## config.mk

```make
export PLATFORM = sky130hd
export DESIGN_NAME = gpio_cfg_sequencer_flat
export DESIGN_NICKNAME = d
export VERILOG_FILES = /design/src/rtl/gpio_cfg_pkg.sv /design/src/rtl/gpio_cfg_sequencer_if.sv /design/src/rtl/gpio_cfg_clkdiv.sv /design/src/rtl/gpio_cfg_sequencer.sv /design/src/flat_wrapper.sv
export SDC_FILE = /design/constraint.sdc
export NUM_CORES = 1
export LEC_CHECK = 0
export CAP_MARGIN = 20
export CORE_ASPECT_RATIO = 1.75
export CORE_MARGIN = 10
export CORE_UTILIZATION = 58
export CTS_CLUSTER_DIAMETER = 30
export DETAILED_ROUTE_END_ITERATION = 10
export MAX_ROUTING_LAYER = met4
export PLACE_DENSITY_LB_ADDON = 0.08
export REMOVE_ABC_BUFFERS = 1
export SYNTH_ARGS = -nofsm -noshare
export SYNTH_HDL_FRONTEND = slang
export SYNTH_SLANG_ARGS = --single-unit
```

## constraint.sdc

```tcl
create_clock -name wb_clk_i -period 5.8 [get_ports wb_clk_i]
set_input_delay 0.87 -clock wb_clk_i [delete_from_list [all_inputs] [get_ports wb_clk_i]]
set_output_delay 0.87 -clock wb_clk_i [all_outputs]
set_load 0.005 [all_outputs]
```

## src/rtl/gpio_cfg_pkg.sv

```systemverilog
// Shared types and constants for the GPIO serial configuration sequencer.
package gpio_cfg_pkg;

    localparam int unsigned DEF_NUM_PADS = 32'd27;
    localparam int unsigned DEF_CFG_BITS = 32'd13;

    typedef enum logic [2:0] {
        ST_IDLE     = 3'd0,
        ST_FETCH    = 3'd1,
        ST_SHIFT_LO = 3'd2,
        ST_SHIFT_HI = 3'd3,
        ST_LOAD     = 3'd4,
        ST_DONE     = 3'd5
    } seq_state_e;

    // Index width that stays legal for a single-entry range.
    function automatic int unsigned addr_width(input int unsigned n);
        return (n > 32'd1) ? $clog2(n) : 32'd1;
    endfunction

    // Cycles from the start-accept cycle to the done_o cycle.
    function automatic int unsigned seq_latency(input int unsigned pads,
                                                input int unsigned bits,
                                                input int unsigned div);
        return pads * (32'd1 + 32'd2 * bits * div) + 32'd2 * div + 32'd1;
    endfunction

endpackage

```

## src/rtl/gpio_cfg_sequencer_if.sv

```systemverilog
// Control/config-read bundle between a requester and the GPIO config sequencer.
interface gpio_cfg_sequencer_if
    import gpio_cfg_pkg::*;
#(
    parameter int unsigned NUM_PADS = DEF_NUM_PADS,
    parameter int unsigned CFG_BITS = DEF_CFG_BITS
);
    localparam int unsigned AW = addr_width(NUM_PADS);

    logic                start_i;
    logic                busy_o;
    logic                done_o;
    logic [AW-1:0]       cfg_rd_addr_o;
    logic [CFG_BITS-1:0] cfg_rd_data_i;

    modport slave (
        input  start_i,
        input  cfg_rd_data_i,
        output busy_o,
        output done_o,
        output cfg_rd_addr_o
    );

    modport master (
        output start_i,
        output cfg_rd_data_i,
        input  busy_o,
        input  done_o,
        input  cfg_rd_addr_o
    );

endinterface

```

## src/rtl/gpio_cfg_clkdiv.sv

```systemverilog
// Half-period tick counter: counts modulo CLK_DIV and restarts on request.
module gpio_cfg_clkdiv #(
    parameter int unsigned CLK_DIV = 1
) (
    input  logic wb_clk_i,
    input  logic wb_rst_i,
    input  logic i_restart,
    output logic o_last
);
    localparam logic [7:0] LAST_CNT = 8'(CLK_DIV - 1);

    logic [7:0] r_cnt;

    // Modulo counter, forced to zero whenever the sequencer changes state.
    always_ff @(posedge wb_clk_i) begin
        if (wb_rst_i) begin
            r_cnt <= 8'd0;
        end else if (i_restart) begin
            r_cnt <= 8'd0;
        end else if (r_cnt == LAST_CNT) begin
            r_cnt <= 8'd0;
        end else begin
            r_cnt <= r_cnt + 8'd1;
        end
    end

    assign o_last = (r_cnt == LAST_CNT);

endmodule

```

## src/rtl/gpio_cfg_sequencer.sv

```systemverilog
// Shifts every pad's config word into the GPIO serial chain, then strobes load.
// Optional feature: define GPIO_CFG_HOLD_EN to add the hold_o pad-holdover output.
module gpio_cfg_sequencer
    import gpio_cfg_pkg::*;
#(
    parameter int unsigned NUM_PADS = DEF_NUM_PADS,
    parameter int unsigned CFG_BITS = DEF_CFG_BITS,
    parameter int unsigned CLK_DIV  = 1
) (
    input  logic                wb_clk_i,
    input  logic                wb_rst_i,
    gpio_cfg_sequencer_if.slave bus,
    output logic                serial_clock_o,
    output logic                serial_data_o,
    output logic                serial_load_o
`ifdef GPIO_CFG_HOLD_EN
    ,
    output logic                hold_o
`endif
);
    localparam int unsigned AW = addr_width(NUM_PADS);
    localparam int unsigned BW = addr_width(CFG_BITS);
    localparam logic [AW-1:0] LAST_PAD = AW'(NUM_PADS - 1);
    localparam logic [BW-1:0] LAST_BIT = BW'(CFG_BITS - 1);

    seq_state_e          r_state, w_state;
    logic [AW-1:0]       r_addr, w_addr;
    logic [BW-1:0]       r_bitcnt, w_bitcnt;
    logic [CFG_BITS-1:0] r_shreg, w_shreg;
    logic [CFG_BITS-1:0] w_shifted;
    logic                r_busy, w_busy;
    logic                r_done, w_done;
    logic                r_sclk, w_sclk;
    logic                r_sdata, w_sdata;
    logic                r_sload, w_sload;
    logic                r_load_half, w_load_half;
    logic                w_tick;
    logic                w_state_chg;

    assign w_shifted   = r_shreg << 1'b1;
    assign w_state_chg = (w_state != r_state);

    gpio_cfg_clkdiv #(
        .CLK_DIV (CLK_DIV)
    ) u_clkdiv (
        .wb_clk_i  (wb_clk_i),
        .wb_rst_i  (wb_rst_i),
        .i_restart (w_state_chg),
        .o_last    (w_tick)
    );

    // Next-state and next-output computation for the shift sequence.
    always_comb begin
        w_state     = r_state;
        w_addr      = r_addr;
        w_bitcnt    = r_bitcnt;
        w_shreg     = r_shreg;
        w_busy      = r_busy;
        w_done      = 1'b0;
        w_sclk      = r_sclk;
        w_sdata     = r_sdata;
        w_sload     = r_sload;
        w_load_half = r_load_half;
        case (r_state)
            ST_IDLE: begin
                if (bus.start_i) begin
                    w_state = ST_FETCH;
                    w_addr  = LAST_PAD;
                    w_busy  = 1'b1;
                end else begin
                    w_busy  = 1'b0;
                end
            end
            ST_FETCH: begin
                w_shreg  = bus.cfg_rd_data_i;
                w_bitcnt = LAST_BIT;
                w_sdata  = bus.cfg_rd_data_i[CFG_BITS-1];
                w_sclk   = 1'b0;
                w_state  = ST_SHIFT_LO;
            end
            ST_SHIFT_LO: begin
                if (w_tick) begin
                    w_state = ST_SHIFT_HI;
                    w_sclk  = 1'b1;
                end else begin
                    w_sclk  = 1'b0;
                end
            end
            ST_SHIFT_HI: begin
                if (w_tick) begin
                    w_sclk = 1'b0;
                    if (r_bitcnt != {BW{1'b0}}) begin
                        w_bitcnt = r_bitcnt - BW'(1'b1);
                        w_shreg  = w_shifted;
                        w_sdata  = w_shifted[CFG_BITS-1];
                        w_state  = ST_SHIFT_LO;
                    end else if (r_addr != {AW{1'b0}}) begin
                        w_addr   = r_addr - AW'(1'b1);
                        w_state  = ST_FETCH;
                    end else begin
                        w_sload     = 1'b1;
                        w_load_half = 1'b0;
                        w_state     = ST_LOAD;
                    end
                end else begin
                    w_sclk = 1'b1;
                end
            end
            ST_LOAD: begin
                // The divider wraps once mid-LOAD; the half flag marks the second pass.
                if (w_tick) begin
                    if (r_load_half) begin
                        w_sload = 1'b0;
                        w_done  = 1'b1;
                        w_state = ST_DONE;
                    end else begin
                        w_load_half = 1'b1;
                    end
                end else begin
                    w_sload = 1'b1;
                end
            end
            ST_DONE: begin
                w_busy  = 1'b0;
                w_sload = 1'b0;
                w_sdata = 1'b0;
                w_state = ST_IDLE;
            end
            default: begin
                w_busy  = 1'b0;
                w_sclk  = 1'b0;
                w_sload = 1'b0;
                w_state = ST_IDLE;
            end
        endcase
    end

    // State and registered-output update.
    always_ff @(posedge wb_clk_i) begin
        if (wb_rst_i) begin
            r_state     <= ST_IDLE;
            r_addr      <= {AW{1'b0}};
            r_bitcnt    <= {BW{1'b0}};
            r_shreg     <= {CFG_BITS{1'b0}};
            r_busy      <= 1'b0;
            r_done      <= 1'b0;
            r_sclk      <= 1'b0;
            r_sdata     <= 1'b0;
            r_sload     <= 1'b0;
            r_load_half <= 1'b0;
        end else begin
            r_state     <= w_state;
            r_addr      <= w_addr;
            r_bitcnt    <= w_bitcnt;
            r_shreg     <= w_shreg;
            r_busy      <= w_busy;
            r_done      <= w_done;
            r_sclk      <= w_sclk;
            r_sdata     <= w_sdata;
            r_sload     <= w_sload;
            r_load_half <= w_load_half;
        end
    end

`ifdef GPIO_CFG_HOLD_EN
    logic r_hold, w_hold;
    logic r_hold_tail, w_hold_tail;

    // Hold spans the whole sequence plus DONE and one trailing IDLE cycle.
    always_comb begin
        w_hold      = r_hold;
        w_hold_tail = r_hold_tail;
        if (r_state == ST_IDLE && w_state == ST_FETCH) begin
            w_hold      = 1'b1;
            w_hold_tail = 1'b0;
        end else if (r_state == ST_DONE) begin
            w_hold_tail = 1'b1;
        end else if (r_state == ST_IDLE && r_hold_tail) begin
            w_hold      = 1'b0;
            w_hold_tail = 1'b0;
        end else begin
            w_hold      = r_hold;
        end
    end

    // Hold register update.
    always_ff @(posedge wb_clk_i) begin
        if (wb_rst_i) begin
            r_hold      <= 1'b0;
            r_hold_tail <= 1'b0;
        end else begin
            r_hold      <= w_hold;
            r_hold_tail <= w_hold_tail;
        end
    end

    assign hold_o = r_hold;
`endif

    assign bus.busy_o        = r_busy;
    assign bus.done_o        = r_done;
    assign bus.cfg_rd_addr_o = r_addr;
    assign serial_clock_o    = r_sclk;
    assign serial_data_o     = r_sdata;
    assign serial_load_o     = r_sload;

endmodule

```

## src/flat_wrapper.sv

```systemverilog
// flat-port wrapper written by rule: the top's interface ports become plain ports
module gpio_cfg_sequencer_flat import gpio_cfg_pkg::*;
#(
    parameter int unsigned NUM_PADS = DEF_NUM_PADS,
    parameter int unsigned CFG_BITS = DEF_CFG_BITS,
    parameter int unsigned CLK_DIV  = 1
)
  (wb_clk_i, wb_rst_i, serial_clock_o, serial_data_o, serial_load_o, bus_start_i, bus_cfg_rd_data_i, bus_busy_o, bus_done_o, bus_cfg_rd_addr_o);
  gpio_cfg_sequencer_if #(.NUM_PADS(NUM_PADS), .CFG_BITS(CFG_BITS)) bus_i ();
  input  logic wb_clk_i;
  input  logic wb_rst_i;
  output logic serial_clock_o;
  output logic serial_data_o;
  output logic serial_load_o;
  input wire logic [$bits(bus_i.start_i)-1:0] bus_start_i;
  input wire logic [$bits(bus_i.cfg_rd_data_i)-1:0] bus_cfg_rd_data_i;
  output wire logic [$bits(bus_i.busy_o)-1:0] bus_busy_o;
  output wire logic [$bits(bus_i.done_o)-1:0] bus_done_o;
  output wire logic [$bits(bus_i.cfg_rd_addr_o)-1:0] bus_cfg_rd_addr_o;
  assign bus_i.start_i = bus_start_i;
  assign bus_i.cfg_rd_data_i = bus_cfg_rd_data_i;
  assign bus_busy_o = bus_i.busy_o;
  assign bus_done_o = bus_i.done_o;
  assign bus_cfg_rd_addr_o = bus_i.cfg_rd_addr_o;
  gpio_cfg_sequencer #(.NUM_PADS(NUM_PADS), .CFG_BITS(CFG_BITS), .CLK_DIV(CLK_DIV)) u_core (.wb_clk_i(wb_clk_i), .wb_rst_i(wb_rst_i), .bus(bus_i), .serial_clock_o(serial_clock_o), .serial_data_o(serial_data_o), .serial_load_o(serial_load_o));
endmodule
```

[After elaboration in Yosys (flattened, before gate mapping)]
Cells that the tools add are included.
Word-level totals
  memories: 0
  register bits: 38
  latch bits: 0
  bits in read-only memories: 0
  bits in writable memories: 0
  input port bits: 16
Cells by class
  shifts and indexed selects: 0
  add/subtract/negate cells: 3
  multiplexer cells: 39
  reductions and logical operators: 18
  magnitude comparators: 0
  equality and inequality tests: 14
  div/mod/pow operators: 0
  bitwise gates (word level): 3
  multiply operators: 0
Operator list (number)
  $mux 12: 2
  $pmux 12 s2: 1
  $mux 3: 7
  $mux 5: 4
  $mux 1: 15
  $pmux 3 s5: 1
  $reduce_and 5->1: 3
  $reduce_or 3->1: 4
  $ne 2x2->1 const B: 5
  $pmux 5 s2: 1
  $pmux 1 s3: 3
  $add 8x1->8 const B: 1
  $logic_not 8->1: 1
  $mux 4: 2
  $pmux 4 s2: 1
  $eq 3x2->1 const B: 2
  $eq 3x3->1 const B: 2
  $reduce_and 3->1: 2
  $reduce_bool 2->1: 3
  $reduce_bool 5->1: 1
  $sub 5x1->5 const B: 1
  $ne 2x1->1 const B: 2
  $pmux 1 s2: 2
  $reduce_bool 4->1: 1
  other kinds (8): 10

[Longest topological paths before layout]
  depth in word-level cells: 7
  depth in mapped cells: 9
  gate-level depth less buffers: 7

[Cells and area by module]
Synthesis repeated with hierarchy kept, for this count alone.
Unflattened totals
  cell total of the unflattened synthesis: 210
  area, all modules: 1941.9 µm²
By module, submodules not included
  gpio_cfg_sequencer: cells an instance 168, times used 1, area each 1561.5 µm²
  gpio_cfg_clkdiv: cells an instance 42, times used 1, area each 380.4 µm²

[Worst setup path after synthesis]
OpenSTA, ideal clock, no wires.
  kind: input to register
  start: in bus_start_i
  end: reg u_core.r_addr[2], in the netlist u_core.bus.cfg_rd_addr_o[2]
  path slack: 3795 ps
  buffers on the path: 0
  data arrival time: 1864 ps
  library setup time: 142 ps
  required time: 5658 ps
  cell stages on the path: 5
  cells stage by stage: nor4b_1 -> a21oi_1 -> nor3b_1 -> xnor2_1 -> nor3_1
Between the ends
  word-level cells in the longest chain between the ends: 2
Ends and longest elaborated chain
  from (decl): line flat_wrapper.sv:15  | input wire logic [$bits(bus_i.start_i)-1:0] bus_start_i;
  $ne 2x2->1 (no line)
  $reduce_and 5->1 (no line)
  to (signal assigned): line gpio_cfg_sequencer.sv:142  | r_addr <= {AW{1'b0}};
  to (signal assigned): line gpio_cfg_sequencer.sv:153  | r_addr <= w_addr;
  to (decl): line gpio_cfg_sequencer.sv:27  | logic [AW-1:0] r_addr, w_addr;
Every way passes these cells.
A chain may end at the register's enable or synchronous reset.

[Worst setup path in the final report]
  start: reg u_core.r_bitcnt[0]
  end: reg u_core.r_shreg[1]
Between the ends
  word-level cells in the longest chain between the ends: 3
Ends and longest elaborated chain
  from (decl): line gpio_cfg_sequencer.sv:28  | logic [BW-1:0] r_bitcnt, w_bitcnt;
  from (signal assigned): line gpio_cfg_sequencer.sv:143  | r_bitcnt <= {BW{1'b0}};
  from (signal assigned): line gpio_cfg_sequencer.sv:154  | r_bitcnt <= w_bitcnt;
  $reduce_bool 4->1: line gpio_cfg_sequencer.sv:92  | if (r_bitcnt != {BW{1'b0}}) begin
  $ne 2x1->1 (no line)
  $reduce_and 3->1 (no line)
  to (signal assigned): line gpio_cfg_sequencer.sv:144  | r_shreg <= {CFG_BITS{1'b0}};
  to (signal assigned): line gpio_cfg_sequencer.sv:155  | r_shreg <= w_shreg;
  to (decl): line gpio_cfg_sequencer.sv:29  | logic [CFG_BITS-1:0] r_shreg, w_shreg;
Every way passes these cells.

==> impl_metrics.py <==
metrics = {
    "status": {
        "status": "complete, no violations",
    },
    "logic_synthesis": {
        "post_synth_inst_count": 235,
        "synth_enable_flop_cells": 0,
        "post_synth_main_area_contributors": "dfxtp_1, nand2_1, mux2i_1",
        "netlist.area_leader.share_pct": 39.3,
        "yosysSeqAreaShare_pct": 39.3,
        "ys.warnings.count": 0,
        "synth_commonest_cells": "nand2_1, dfxtp_1, nor2_1",
        "yosys.area.top_type": "dfxtp_1",
        "synth.cell_area_um2": 1940,
        "ys_ff_latch": 38,
        "synthMostInstantiatedCell": "nand2_1",
        "synth_cell_types": 43,
        "async_flop_share_pct": 0,
        "synth_flop_cell": "dfxtp_1",
        "postSynthAreaPerCell_um2": 8.24,
    },
    "clocking": {
        "root_buffer": "clkbuf_8",
        "cts_tree": "done",
        "cts_num_sinks": 38,
        "clock_latency_reported_for_the_late_side_of_the_worst_skew_pair_ns": 0.29,
        "post-cts-setup-buffers": 0,
        "cts_clock_pin_slew_for_the_worst_setup_and_hold_paths_ns": 0.07,
        "clockBufferDepth": 2,
        "cts_repair_resize_count": 0,
        "num_cts_buffers": 5,
        "cts_max_level": 2,
        "hold_buffers": 0,
    },
    "sta": {
        "setup_slack_ns": 3.33,
        "clock.fmax_mhz": 405,
        "setup-tns-final_ns": 0,
        "timing.slew.headroom_pct": 55.2,
        "final.min_clock_period_ns": 2.47,
        "final-hold-violation-count": 0,
        "timing.final.max_slew_violations": 0,
        "period_share_pct": 42.6,
        "rsz0062_at_grt": "no",
        "tightest_slew_ns": 0.671,
        "report.final.setup_viol": 0,
        "timing.clock.skew_ns": 0.00430,
    },
    "routing": {
        "drc": 0,
        "ant_nets": 0,
        "vias_per_cell": 5.67,
        "initialDrtViolationCount": 38,
        "drt-wirelength-per-cell_um": 14.0,
        "first_pass_iters": 4,
        "finalWirelength_um": 4190,
        "overall_via_count_from_detail_route": 1701,
    },
    "setup_path": {
        "rrSetupSlack_ns": 3.33,
        "crit_required_ns": 5.97,
        "timing.critical_path.from": "u_core.r_bitcnt[0]$_SDFFE_PP0P_",
        "largest_stage_delay_on_the_critical_path_ns": 0.57,
        "critical_path_maximum_fanout": 14,
        "critPathCaptureType": "register",
        "r2r_cells": 7,
        "timing_worst_setup_path_type": "reg2reg",
        "critical_path.cell_chain": "inv_1 -> ha_1 -> nor3b_1 -> nand3b_4 -> a211o_1 -> mux2i_1 -> nor2_1",
        "regToRegEndpoint": "u_core.r_shreg[1]$_SDFFE_PP0P_",
        "start_kind": "register",
        "cp_data_arrival_time_ns": 2.64,
        "cp_slowest_cell": "a211o_1",
        "crit-reg2reg-launch": "u_core.r_bitcnt[0]$_SDFFE_PP0P_",
        "crit_path_end": "u_core.r_shreg[1]$_SDFFE_PP0P_",
    },
    "layout": {
        "flow.area_growth_from_synthesis_pct": 17.2,
        "sequential_cell_area_um2": 761,
        "final_layout_size_suffix_gt1_share_pct": 5.45,
        "final_layout_fill_cell_count": 261,
        "design.final.nets": 278,
        "final_cell_utilization_of_the_core_pct": 71.4,
        "number_of_standard_cells_in_the_final_layout_excluding_fillers": 300,
        "multi_input_comb_area_um2": 1060,
        "number_of_antenna_repair_diodes": 0,
    },
    "global_route": {
        "grt_use_total_pct": 14.3,
        "largest_net_degree_at_the_start_of_global_routing": 32,
        "grt_first_pass_wirelength_um": 6900,
        "vias_in_the_first_global_route": 1579,
        "antenna_found_initial": 0,
        "grt_remaining_overflow": 0,
    },
    "die": {
        "initial_core_utilization_pct": 61.0,
        "placementRows": 27,
        "fp.dieW_um": 63.7,
        "num_io_pins": 26,
        "core_um2": 3180,
        "fp.dieArea_um2": 6140,
        "die_h_um": 96.4,
    },
    "flow_run": {
        "timing.max_cap.violations": 0,
    },
    "placed_design": {
        "dp_slack_ns": 3.08,
        "post-dp-hpwl_um": 3080,
        "portBuffers": 25,
        "globalplace.congestion": 0.820,
        "dpl.cell_count": 292,
    },
    "pwr": {
        "power.leakage_uw": 0.000958,
        "peakVddDrop_mv": 0.192,
        "final_total_pwr_uw": 648,
        "power.density_cell_area_nw_per_um2": 285,
    },
    "min_path": {
        "hp-class": "reg2reg",
    },
}
[worst max-delay path, delay by kind of cell (launching register included)]
family | cells | cell delay [ns]
flops | 1 | 0.35
simple gates | 3 | 0.94
fa+ha+maj | 1 | 0.13
buf+inv | 1 | 0.09
compound gates | 1 | 0.57
mux | 1 | 0.26
[area by class of cell]
type | count | area share, %
clock buffers | 7 | 3.81
clock inverters | 1 | 0.221
inverters | 13 | 2.15
multi-input cells | 172 | 46.6
flip-flops and latches | 38 | 33.5
well taps | 43 | 2.37
repair buffers | 26 | 11.4
[flip-flops by register name (all words and copies together) (netlist names)]
signal,flops
u_core.bus.busy_o,1
u_core.bus.cfg_rd_addr_o,5
u_core.bus.done_o,1
u_core.r_bitcnt,4
u_core.r_load_half,1
u_core.r_shreg,12
u_core.r_state,3
u_core.serial_clock_o,1
u_core.serial_data_o,1
u_core.serial_load_o,1
u_core.u_clkdiv.r_cnt,8
[power breakdown]
group / total, uW / switching (uW) / internal (uW)
Sequential: 306 / 23.0 / 283
Clock: 188 / 91.8 / 95.9
Combinational: 154 / 77.8 / 76.1
Total: 648 / 193 / 455
[layer usage]
layer  vias up  global-route usage [%]  part of all wire [%]
li1        844                       -                     -
met4         0                    6.59                   1.0
met5         -                       -                     0
met3         7                    3.57                   3.3
met2        42                    26.6                    57
met1       808                    13.6                    39
[cell usage in the layout (no fill, tap or decap), types with 2 or more instances in the layout]
cell type	instances
nand2_1	46
dfxtp_1	38
nor2_1	29
clkdlybuf4s50_1	25
inv_1	13
a21oi_1	12
mux2i_1	11
xnor2_1	9
nor3_1	8
nand3_1	7
a211oi_1	7
ha_1	6
clkbuf_8	6
a311oi_1	3
and3b_1	2
nor3b_1	2
nor4b_1	2
nand4_1	2
a31oi_1	2
nor4_1	2
xor2_1	2
[logic make-up (layout without fill, tap and decap cells)]
kind of cell | Yosys count | count (layout) | synth area share [%]
simple gates | 110 | 110 | 27.7
flops | 38 | 38 | 39.3
compound gates | 34 | 34 | 12.3
buf+inv | 25 | 47 | 6.14
xor+xnor | 11 | 11 | 4.98
mux | 11 | 11 | 5.69
fa+ha+maj | 6 | 6 | 3.88
[stage by stage]
| step | area (um^2) | hold slack [ns] |
|---|---|---|
| after floorplan | 1870 | 0.445 |
| after global placement | 2180 | 0.460 |
| after detailed placement | 2180 | 0.465 |
| after CTS | 2270 | 0.477 |
| after global routing | 2270 | 0.508 |
| final | 2270 | 0.474 |
[how the worst min path moves through the flow]
stage | cells after the start | slack (ns) | endpoint | startpoint
floorplan | 1 | 0.45 | u_core.u_clkdiv.r_cnt[0]$_SDFF_PP0_ | u_core.u_clkdiv.r_cnt[0]$_SDFF_PP0_
global placement | 2 | 0.46 | u_core.bus.busy_o$_SDFFE_PP0N_ | u_core.bus.busy_o$_SDFFE_PP0N_
detailed placement | 2 | 0.46 | u_core.bus.busy_o$_SDFFE_PP0N_ | u_core.bus.busy_o$_SDFFE_PP0N_
CTS | 2 | 0.48 | u_core.bus.busy_o$_SDFFE_PP0N_ | u_core.bus.busy_o$_SDFFE_PP0N_
global route | 2 | 0.51 | u_core.serial_load_o$_SDFFE_PP0P_ | u_core.serial_load_o$_SDFFE_PP0P_
finish | 2 | 0.47 | u_core.bus.busy_o$_SDFFE_PP0N_ | u_core.bus.busy_o$_SDFFE_PP0N_
No activity file was read; power rests on OpenSTA's default activity.
